--- config.mk ---
export PLATFORM = sky130hd
export DESIGN_NAME = hazard_ctrl_mc_flat
export DESIGN_NICKNAME = d
export VERILOG_FILES = /design/src/rtl/hazard_ctrl_mc_pkg.sv /design/src/rtl/hazard_ctrl_mc_if.sv /design/src/rtl/hazard_ctrl_mc_sat_counter.sv /design/src/rtl/hazard_ctrl_mc.sv /design/src/flat_wrapper.sv
export SDC_FILE = /design/constraint.sdc
export NUM_CORES = 1
export LEC_CHECK = 0
export ABC_CLOCK_PERIOD_IN_PS = 3230
export CAP_MARGIN = 20
export CORE_ASPECT_RATIO = 1.1
export CORE_MARGIN = 3
export CORE_UTILIZATION = 36
export CTS_BUF_LIST = sky130_fd_sc_hd__clkbuf_4 sky130_fd_sc_hd__clkbuf_8 sky130_fd_sc_hd__clkbuf_16
export DETAILED_ROUTE_END_ITERATION = 6
export PLACE_DENSITY = 0.76
export SYNTH_ARGS = -nofsm -noshare
export SYNTH_HDL_FRONTEND = slang
export SYNTH_SLANG_ARGS = --single-unit
--- constraint.sdc ---
create_clock -name clk -period 3.23 [get_ports clk]
set_input_delay 0.8075 -clock clk [delete_from_list [all_inputs] [get_ports clk]]
set_output_delay 0.8075 -clock clk [all_outputs]
set_load 0.01 [all_outputs]
--- src/rtl/hazard_ctrl_mc_pkg.sv ---
// Shared types for the pipeline hazard controller.
package hazard_pkg;

  // E-stage operand source select
  typedef enum logic [1:0] {
    FWD_RF = 2'b00,
    FWD_M  = 2'b01,
    FWD_W  = 2'b10
  } fwd_sel_t;

  // Multi-cycle sequencer state
  typedef enum logic {
    RUN     = 1'b0,
    MC_BUSY = 1'b1
  } hz_state_t;

endpackage

--- src/rtl/hazard_ctrl_mc_if.sv ---
// Pipeline <-> hazard controller signal bundle.
// slave: the hazard controller; master: the pipeline side.
interface hazard_ctrl_mc_if #(
  parameter int ADDR_W = 5,
  parameter int CNT_W  = 16
);
  // register indices
  logic [ADDR_W-1:0] rs1_d, rs2_d, rs1_e, rs2_e;
  logic [ADDR_W-1:0] rd_e, rd_m, rd_w;
  // stage status
  logic reg_write_e, reg_write_m, reg_write_w;
  logic mem_to_reg_e, mc_op_e, pc_src_e;
  logic dmem_req_m, dmem_ready_m;
  // pipeline register controls
  logic stall_f, stall_d, stall_e, stall_m;
  logic flush_d, flush_e, flush_m, flush_w;
  logic [1:0] fwd_a_e, fwd_b_e;
  logic mc_busy;
  // performance counters
  logic [CNT_W-1:0] stall_cycles, flush_count;

  modport slave (
    input  rs1_d, rs2_d, rs1_e, rs2_e, rd_e, rd_m, rd_w,
    input  reg_write_e, reg_write_m, reg_write_w,
    input  mem_to_reg_e, mc_op_e, pc_src_e, dmem_req_m, dmem_ready_m,
    output stall_f, stall_d, stall_e, stall_m,
    output flush_d, flush_e, flush_m, flush_w,
    output fwd_a_e, fwd_b_e, mc_busy, stall_cycles, flush_count
  );

  modport master (
    output rs1_d, rs2_d, rs1_e, rs2_e, rd_e, rd_m, rd_w,
    output reg_write_e, reg_write_m, reg_write_w,
    output mem_to_reg_e, mc_op_e, pc_src_e, dmem_req_m, dmem_ready_m,
    input  stall_f, stall_d, stall_e, stall_m,
    input  flush_d, flush_e, flush_m, flush_w,
    input  fwd_a_e, fwd_b_e, mc_busy, stall_cycles, flush_count
  );
endinterface

--- src/rtl/hazard_ctrl_mc_sat_counter.sv ---
// Saturating event counter: counts cycles with inc=1, sticks at all-ones.
module sat_counter #(
  parameter int W = 16
) (
  input  logic         clk,
  input  logic         rst_n,
  input  logic         inc,
  output logic [W-1:0] count
);

  // count up until the top value, then hold
  always_ff @(posedge clk or negedge rst_n) begin
    if (!rst_n)
      count <= '0;
    else if (inc && (count != '1))
      count <= count + W'(1);
  end

endmodule

--- src/rtl/hazard_ctrl_mc.sv ---
// Hazard controller for the 5-stage pipeline: operand forwarding,
// load-use stall, branch flush, multi-cycle E-stage ops, data-memory
// wait freeze, and saturating stall/flush counters.
module hazard_ctrl_mc
  import hazard_pkg::*;
#(
  parameter int ADDR_W = 5,
  parameter int MC_LAT = 4,
  parameter int CNT_W  = 16
) (
  input logic            clk,
  input logic            rst_n,
  hazard_ctrl_mc_if.slave hz
);

  // cnt counts the remaining stall cycles after the first one
  localparam int              CW       = $clog2(MC_LAT) + 1;
  localparam bit              MC_EN    = (MC_LAT >= 2);
  localparam logic [CW-1:0]   CNT_INIT = MC_EN ? CW'(MC_LAT - 2) : '0;

  hz_state_t     state, state_nxt;
  logic [CW-1:0] cnt, cnt_nxt;

  logic mem_wait, mc_start, mc_stall, load_use, stall_e_int;
  logic stall_f, stall_d, stall_e, stall_m;
  logic flush_d, flush_e, flush_m, flush_w;

  // newest producer wins: M over W; x0 never forwards
  function automatic fwd_sel_t fwd_pick(input logic [ADDR_W-1:0] rs);
    if (hz.reg_write_m && (hz.rd_m != '0) && (hz.rd_m == rs))
      return FWD_M;
    else if (hz.reg_write_w && (hz.rd_w != '0) && (hz.rd_w == rs))
      return FWD_W;
    else
      return FWD_RF;
  endfunction

  assign hz.fwd_a_e = fwd_pick(hz.rs1_e);
  assign hz.fwd_b_e = fwd_pick(hz.rs2_e);

  assign mem_wait = hz.dmem_req_m & ~hz.dmem_ready_m;
  assign mc_start = MC_EN && (state == RUN) && hz.mc_op_e;
  assign load_use = hz.mem_to_reg_e & hz.reg_write_e & (hz.rd_e != '0) &
                    ((hz.rd_e == hz.rs1_d) | (hz.rd_e == hz.rs2_d));

  // multi-cycle sequencer state register
  always_ff @(posedge clk or negedge rst_n) begin
    if (!rst_n) begin
      state <= RUN;
      cnt   <= '0;
    end else begin
      state <= state_nxt;
      cnt   <= cnt_nxt;
    end
  end

  // sequencer next state; a memory wait freezes the whole sequencer
  always_comb begin
    state_nxt = state;
    cnt_nxt   = cnt;
    mc_stall  = 1'b0;
    case (state)
      RUN: begin
        if (mc_start) begin
          mc_stall  = 1'b1;
          state_nxt = MC_BUSY;
          cnt_nxt   = CNT_INIT;
        end
      end
      MC_BUSY: begin
        if (cnt != '0) begin
          mc_stall = 1'b1;
          cnt_nxt  = cnt - CW'(1);
        end else begin
          // final occupancy cycle: E advances
          state_nxt = RUN;
        end
      end
      default: state_nxt = RUN;
    endcase
    if (mem_wait) begin
      state_nxt = state;
      cnt_nxt   = cnt;
    end
  end

  assign stall_e_int = mem_wait | mc_stall;

  // stall/flush priority: memory wait, then multi-cycle, then branch, then load-use
  always_comb begin
    stall_f = 1'b0;
    stall_d = 1'b0;
    stall_e = 1'b0;
    stall_m = 1'b0;
    flush_d = 1'b0;
    flush_e = 1'b0;
    flush_m = 1'b0;
    flush_w = 1'b0;
    if (mem_wait) begin
      stall_f = 1'b1;
      stall_d = 1'b1;
      stall_e = 1'b1;
      stall_m = 1'b1;
      flush_w = 1'b1;
    end else begin
      if (mc_stall) begin
        stall_f = 1'b1;
        stall_d = 1'b1;
        stall_e = 1'b1;
        flush_m = 1'b1;
      end
      // a branch held behind a stall resolves when E finally advances
      if (hz.pc_src_e && !stall_e_int) begin
        flush_d = 1'b1;
        flush_e = 1'b1;
      end
      // the dependent instruction is squashed anyway if the branch is taken
      if (load_use && !stall_e_int && !hz.pc_src_e) begin
        stall_f = 1'b1;
        stall_d = 1'b1;
        flush_e = 1'b1;
      end
    end
    if (!rst_n) begin
      stall_f = 1'b0;
      stall_d = 1'b0;
      stall_e = 1'b0;
      stall_m = 1'b0;
      flush_d = 1'b0;
      flush_e = 1'b0;
      flush_m = 1'b0;
      flush_w = 1'b0;
    end
  end

  assign hz.stall_f = stall_f;
  assign hz.stall_d = stall_d;
  assign hz.stall_e = stall_e;
  assign hz.stall_m = stall_m;
  assign hz.flush_d = flush_d;
  assign hz.flush_e = flush_e;
  assign hz.flush_m = flush_m;
  assign hz.flush_w = flush_w;
  assign hz.mc_busy = rst_n & ((state == MC_BUSY) | mc_start);

  sat_counter #(.W(CNT_W)) u_stall_cnt (
    .clk   (clk),
    .rst_n (rst_n),
    .inc   (stall_f),
    .count (hz.stall_cycles)
  );

  sat_counter #(.W(CNT_W)) u_flush_cnt (
    .clk   (clk),
    .rst_n (rst_n),
    .inc   (flush_d),
    .count (hz.flush_count)
  );

endmodule

--- src/flat_wrapper.sv ---
// flat-port wrapper written by rule: the top's interface ports become plain ports
module hazard_ctrl_mc_flat import hazard_pkg::*;
#(
  parameter int ADDR_W = 5,
  parameter int MC_LAT = 4,
  parameter int CNT_W  = 16
)
  (clk, rst_n, hz_rs1_d, hz_rs2_d, hz_rs1_e, hz_rs2_e, hz_rd_e, hz_rd_m, hz_rd_w, hz_reg_write_e, hz_reg_write_m, hz_reg_write_w, hz_mem_to_reg_e, hz_mc_op_e, hz_pc_src_e, hz_dmem_req_m, hz_dmem_ready_m, hz_stall_f, hz_stall_d, hz_stall_e, hz_stall_m, hz_flush_d, hz_flush_e, hz_flush_m, hz_flush_w, hz_fwd_a_e, hz_fwd_b_e, hz_mc_busy, hz_stall_cycles, hz_flush_count);
  hazard_ctrl_mc_if #(.ADDR_W(ADDR_W), .CNT_W(CNT_W)) hz_i ();
  input logic clk;
  input logic rst_n;
  input wire logic [$bits(hz_i.rs1_d)-1:0] hz_rs1_d;
  input wire logic [$bits(hz_i.rs2_d)-1:0] hz_rs2_d;
  input wire logic [$bits(hz_i.rs1_e)-1:0] hz_rs1_e;
  input wire logic [$bits(hz_i.rs2_e)-1:0] hz_rs2_e;
  input wire logic [$bits(hz_i.rd_e)-1:0] hz_rd_e;
  input wire logic [$bits(hz_i.rd_m)-1:0] hz_rd_m;
  input wire logic [$bits(hz_i.rd_w)-1:0] hz_rd_w;
  input wire logic [$bits(hz_i.reg_write_e)-1:0] hz_reg_write_e;
  input wire logic [$bits(hz_i.reg_write_m)-1:0] hz_reg_write_m;
  input wire logic [$bits(hz_i.reg_write_w)-1:0] hz_reg_write_w;
  input wire logic [$bits(hz_i.mem_to_reg_e)-1:0] hz_mem_to_reg_e;
  input wire logic [$bits(hz_i.mc_op_e)-1:0] hz_mc_op_e;
  input wire logic [$bits(hz_i.pc_src_e)-1:0] hz_pc_src_e;
  input wire logic [$bits(hz_i.dmem_req_m)-1:0] hz_dmem_req_m;
  input wire logic [$bits(hz_i.dmem_ready_m)-1:0] hz_dmem_ready_m;
  output wire logic [$bits(hz_i.stall_f)-1:0] hz_stall_f;
  output wire logic [$bits(hz_i.stall_d)-1:0] hz_stall_d;
  output wire logic [$bits(hz_i.stall_e)-1:0] hz_stall_e;
  output wire logic [$bits(hz_i.stall_m)-1:0] hz_stall_m;
  output wire logic [$bits(hz_i.flush_d)-1:0] hz_flush_d;
  output wire logic [$bits(hz_i.flush_e)-1:0] hz_flush_e;
  output wire logic [$bits(hz_i.flush_m)-1:0] hz_flush_m;
  output wire logic [$bits(hz_i.flush_w)-1:0] hz_flush_w;
  output wire logic [$bits(hz_i.fwd_a_e)-1:0] hz_fwd_a_e;
  output wire logic [$bits(hz_i.fwd_b_e)-1:0] hz_fwd_b_e;
  output wire logic [$bits(hz_i.mc_busy)-1:0] hz_mc_busy;
  output wire logic [$bits(hz_i.stall_cycles)-1:0] hz_stall_cycles;
  output wire logic [$bits(hz_i.flush_count)-1:0] hz_flush_count;
  assign hz_i.rs1_d = hz_rs1_d;
  assign hz_i.rs2_d = hz_rs2_d;
  assign hz_i.rs1_e = hz_rs1_e;
  assign hz_i.rs2_e = hz_rs2_e;
  assign hz_i.rd_e = hz_rd_e;
  assign hz_i.rd_m = hz_rd_m;
  assign hz_i.rd_w = hz_rd_w;
  assign hz_i.reg_write_e = hz_reg_write_e;
  assign hz_i.reg_write_m = hz_reg_write_m;
  assign hz_i.reg_write_w = hz_reg_write_w;
  assign hz_i.mem_to_reg_e = hz_mem_to_reg_e;
  assign hz_i.mc_op_e = hz_mc_op_e;
  assign hz_i.pc_src_e = hz_pc_src_e;
  assign hz_i.dmem_req_m = hz_dmem_req_m;
  assign hz_i.dmem_ready_m = hz_dmem_ready_m;
  assign hz_stall_f = hz_i.stall_f;
  assign hz_stall_d = hz_i.stall_d;
  assign hz_stall_e = hz_i.stall_e;
  assign hz_stall_m = hz_i.stall_m;
  assign hz_flush_d = hz_i.flush_d;
  assign hz_flush_e = hz_i.flush_e;
  assign hz_flush_m = hz_i.flush_m;
  assign hz_flush_w = hz_i.flush_w;
  assign hz_fwd_a_e = hz_i.fwd_a_e;
  assign hz_fwd_b_e = hz_i.fwd_b_e;
  assign hz_mc_busy = hz_i.mc_busy;
  assign hz_stall_cycles = hz_i.stall_cycles;
  assign hz_flush_count = hz_i.flush_count;
  hazard_ctrl_mc #(.ADDR_W(ADDR_W), .MC_LAT(MC_LAT), .CNT_W(CNT_W)) u_core (.clk(clk), .rst_n(rst_n), .hz(hz_i));
endmodule
==> results.py <==
metrics = {
    "outcome": {
        "status": "finished clean",
    },
    "drt": {
        "avgRoutedWirePerCell_um": 14.77,
        "drtIter0Drc": 63,
        "drc": 0,
        "firstDrtPassIters": 4,
        "ant_nets": 0,
        "route.vias.total": 2062,
        "drt_wl_total_mm": 6.143,
        "viasPerCell": 4.957,
    },
    "sta": {
        "finalCritPeriodShare_pct": 98.17,
        "report.final.hold_viol_count": 0,
        "max_freq_mhz": 315.4,
        "worst_slew_pin_slew_ps": 483.5,
        "period_minus_slack_ps": 3171,
        "rsz0062_at_grt": "yes",
        "setup_violations": 0,
        "slew_headroom_pct": 67.69,
        "skew_ps": 8.280,
        "drv_slew": 0,
        "hold_slack_ps": 443.9,
    },
    "worst_setup_path": {
        "critPathArrivalTime_ps": 2360,
        "startpoint": "hz_rd_w[3]",
        "crit_type": "primary input to output pin",
        "crit_fanout": 2,
        "r2r-start": "u_core.cnt[0]",
        "required_ps": 2420,
        "crit_path_start_kind": "primary input",
        "endpoint_kind": "output pin",
    },
    "placement": {
        "portBuffers": 89,
        "dpl_cell_area_sq_um": 3391,
        "place_hpwl_mm": 4.911,
        "gp_congestion": 0.8411,
    },
    "run": {
        "drv_cap": 0,
    },
    "synth": {
        "ys.flop_type": "dfrtp_1",
        "yosysUniqueCellTypes": 40,
        "ys_seq_elements": 36,
        "synth_fp_nets": 267,
        "synth_edf_count": 0,
        "ys_seq_area_share_pct": 40.02,
        "syn_area_per_cell_sq_um": 10.33,
        "yosysWarnings": 0,
        "syn_area_sq_um": 2251,
        "async_flop_share_pct": 100.0,
        "syn_inst": 218,
    },
    "grt": {
        "grt_max_degree": 21,
        "grt_pass1_vias": 2189,
        "grt.total_usage_pct": 17.87,
        "grt_pass1_wl_mm": 10.12,
        "antenna_found_initial": 0,
        "grt_overflow": 0,
    },
    "final_layout": {
        "final_core_util_pct": 60.76,
        "layout.filler_cells": 507,
        "syn_to_final_growth_pct": 59.64,
        "multi_input_area_sq_um": 1380,
        "nets": 387,
        "layout-drive-gt1-share_pct": 20.06,
        "fin_area_sq_um": 3593,
        "diodes": 0,
        "ff_latch_area_sq_um": 900.9,
    },
    "clocking": {
        "clk_latency_ps": 290,
        "path_clk_slew_ps": 80,
        "cts_tree": "done",
        "cts_inserted_buffers": 5,
        "htreeDepth": 2,
        "clock_sinks": 36,
        "cts.path.max_buffers": 2,
        "cts_root_buffer": "clkbuf_8",
    },
    "pwr": {
        "power.leakage_nw": 1.640,
        "vdd_drop_max_v": 0.0004457,
        "p_per_area_nw_per_um2": 486.1,
    },
    "floorplanning": {
        "start_util_pct": 38.06,
        "dieWidth_um": 81.40,
        "fp-row-count": 29,
        "core_area_sq_um": 5914,
        "die_area_sq_um": 7238,
        "boundaryPins": 90,
        "fp.dieH_um": 88.93,
    },
    "hold_path": {
        "hp-class": "primary input to async pin",
    },
}
==> synthesized netlist by cell type (2+ instances only) <==
cell type,n,area share (%)
xor2_1,40,16
dfrtp_1,36,40
xnor2_1,20,7.8
nand3_1,16,3.6
nor2_1,13,2.2
nand2_1,8,1.3
inv_1,7,1.2
nor4_1,6,1.7
o21ai_0,6,1.3
or4_1,6,2.0
and3_1,5,1.4
nor3_1,5,1.1
ha_1,4,2.2
nand4_1,4,1.1
nor2b_1,4,1.1
buf_4,3,1.0
nand4b_1,3,1.2
or3_1,3,0.83
a31oi_1,2,0.56
and2_1,2,0.56
and4_1,2,0.78
mux2_2,2,1.0
nand3b_1,2,0.67
nor3_2,2,0.89
nor4_4,2,1.9
==> worst max-delay path, cell delays in order <==
cell and delay (ps):
clkdlybuf4s50_1 490, or4_1 110, o21ai_0 70, or4_1 490, nor4_1 220, buf_2 170
==> cell type report <==
cell class,count,area share [%]
Multi-Input combinational cell,170,38.41
Timing Repair Buffer,118,30.01
Sequential cell,36,25.07
Tap cell,77,2.681
Clock buffer,5,1.915
Clock inverter,3,1.184
Inverter,7,0.7312
==> final timing paths <==
check / endpoint / slack, ps / cells after the start
max in group asynchronous: u_core.u_stall_cnt.count[0] / 2260 / 2
max reg2reg: u_core.u_flush_cnt.count[9] / 880 / 10
min in group clk: u_core.u_flush_cnt.count[15] / 500 / 1
min: u_core.u_flush_cnt.count[1] / 440 / 1
max: hz_fwd_a_e[1] / 60 / 6
min reg2reg: u_core.u_flush_cnt.count[15] / 500 / 1
==> layer usage <==
layer	track usage (%)	vias up	wire [um]
met5	0	-	0
met4	6.605	0	124
li1	-	1005	-
met2	32.30	58	3352
met1	20.47	987	2382
met3	4.032	12	284
==> registers in the layout (all words and copies together) (netlist names) <==
register	flops
u_core.u_flush_cnt.count	16
u_core.cnt	3
u_core.state	1
u_core.u_stall_cnt.count	16
==> layout by cell type, fill, tap and decap left out, drive strengths merged, types with 4 or more instances in the layout <==
master / netlist / final
or4: 6 / 6
ha: 4 / 4
nor2: 13 / 13
dfrtp: 36 / 36
dlygate4sd2: 0 / 13
nand2: 8 / 8
clkbuf: 1 / 6
o21ai: 6 / 6
clkdlybuf4s50: 0 / 62
nand4: 4 / 4
buf: 4 / 35
xor2: 40 / 40
xnor2: 20 / 20
dlymetal6s2s: 0 / 7
and3: 5 / 5
nand3: 16 / 16
nor4: 8 / 8
nor3: 7 / 7
nor2b: 4 / 4
inv: 7 / 7
==> cells by family (layout without fill, tap and decap cells) <==
family	Yosys count	in the layout	share of synthesized area, %
adders and majority gates	4	4	2.224
muxes	2	2	1.000
DFF	36	36	40.02
AOI/OAI and AO/OA	16	16	5.892
and+or+nand+nor	88	88	24.68
xor gates and xnor gates	60	60	23.35
buffers and inverters	12	133	2.835
==> repair_timing <==
| action | 4_1_cts | 5_1_grt |
|---|---|---|
| hold buffers | 0 | 0 |
| setup buffers | 2 | 1 |
| resized for setup | 46 | 18 |
| pin swaps | 7 | 9 |
| endpoints found under the setup margin | 9 | 7 |
==> stage by stage <==
step,total power [W],setup WS [ps],instances,TNS (ps)
final,0.001747,59.04,416,0
after global routing,0.001857,-46.15,416,-89.54
after CTS,0.001754,-5.248,415,-5.248
after detailed placement,0.001338,-565.2,405,-3517
after global placement,0.001314,-489.0,405,-3148
after floorplan,0.0009886,279.7,218,0
==> report_power, final <==
group / switching, W / total [W] / internal [W]
Clock: 0.000173 / 0.000401 / 0.000228
Combinational: 0.000322 / 0.000705 / 0.000383
Sequential: 0.000105 / 0.000640 / 0.000535
Total: 0.000600 / 0.00175 / 0.00115
(Power assumes the default switching activity.)
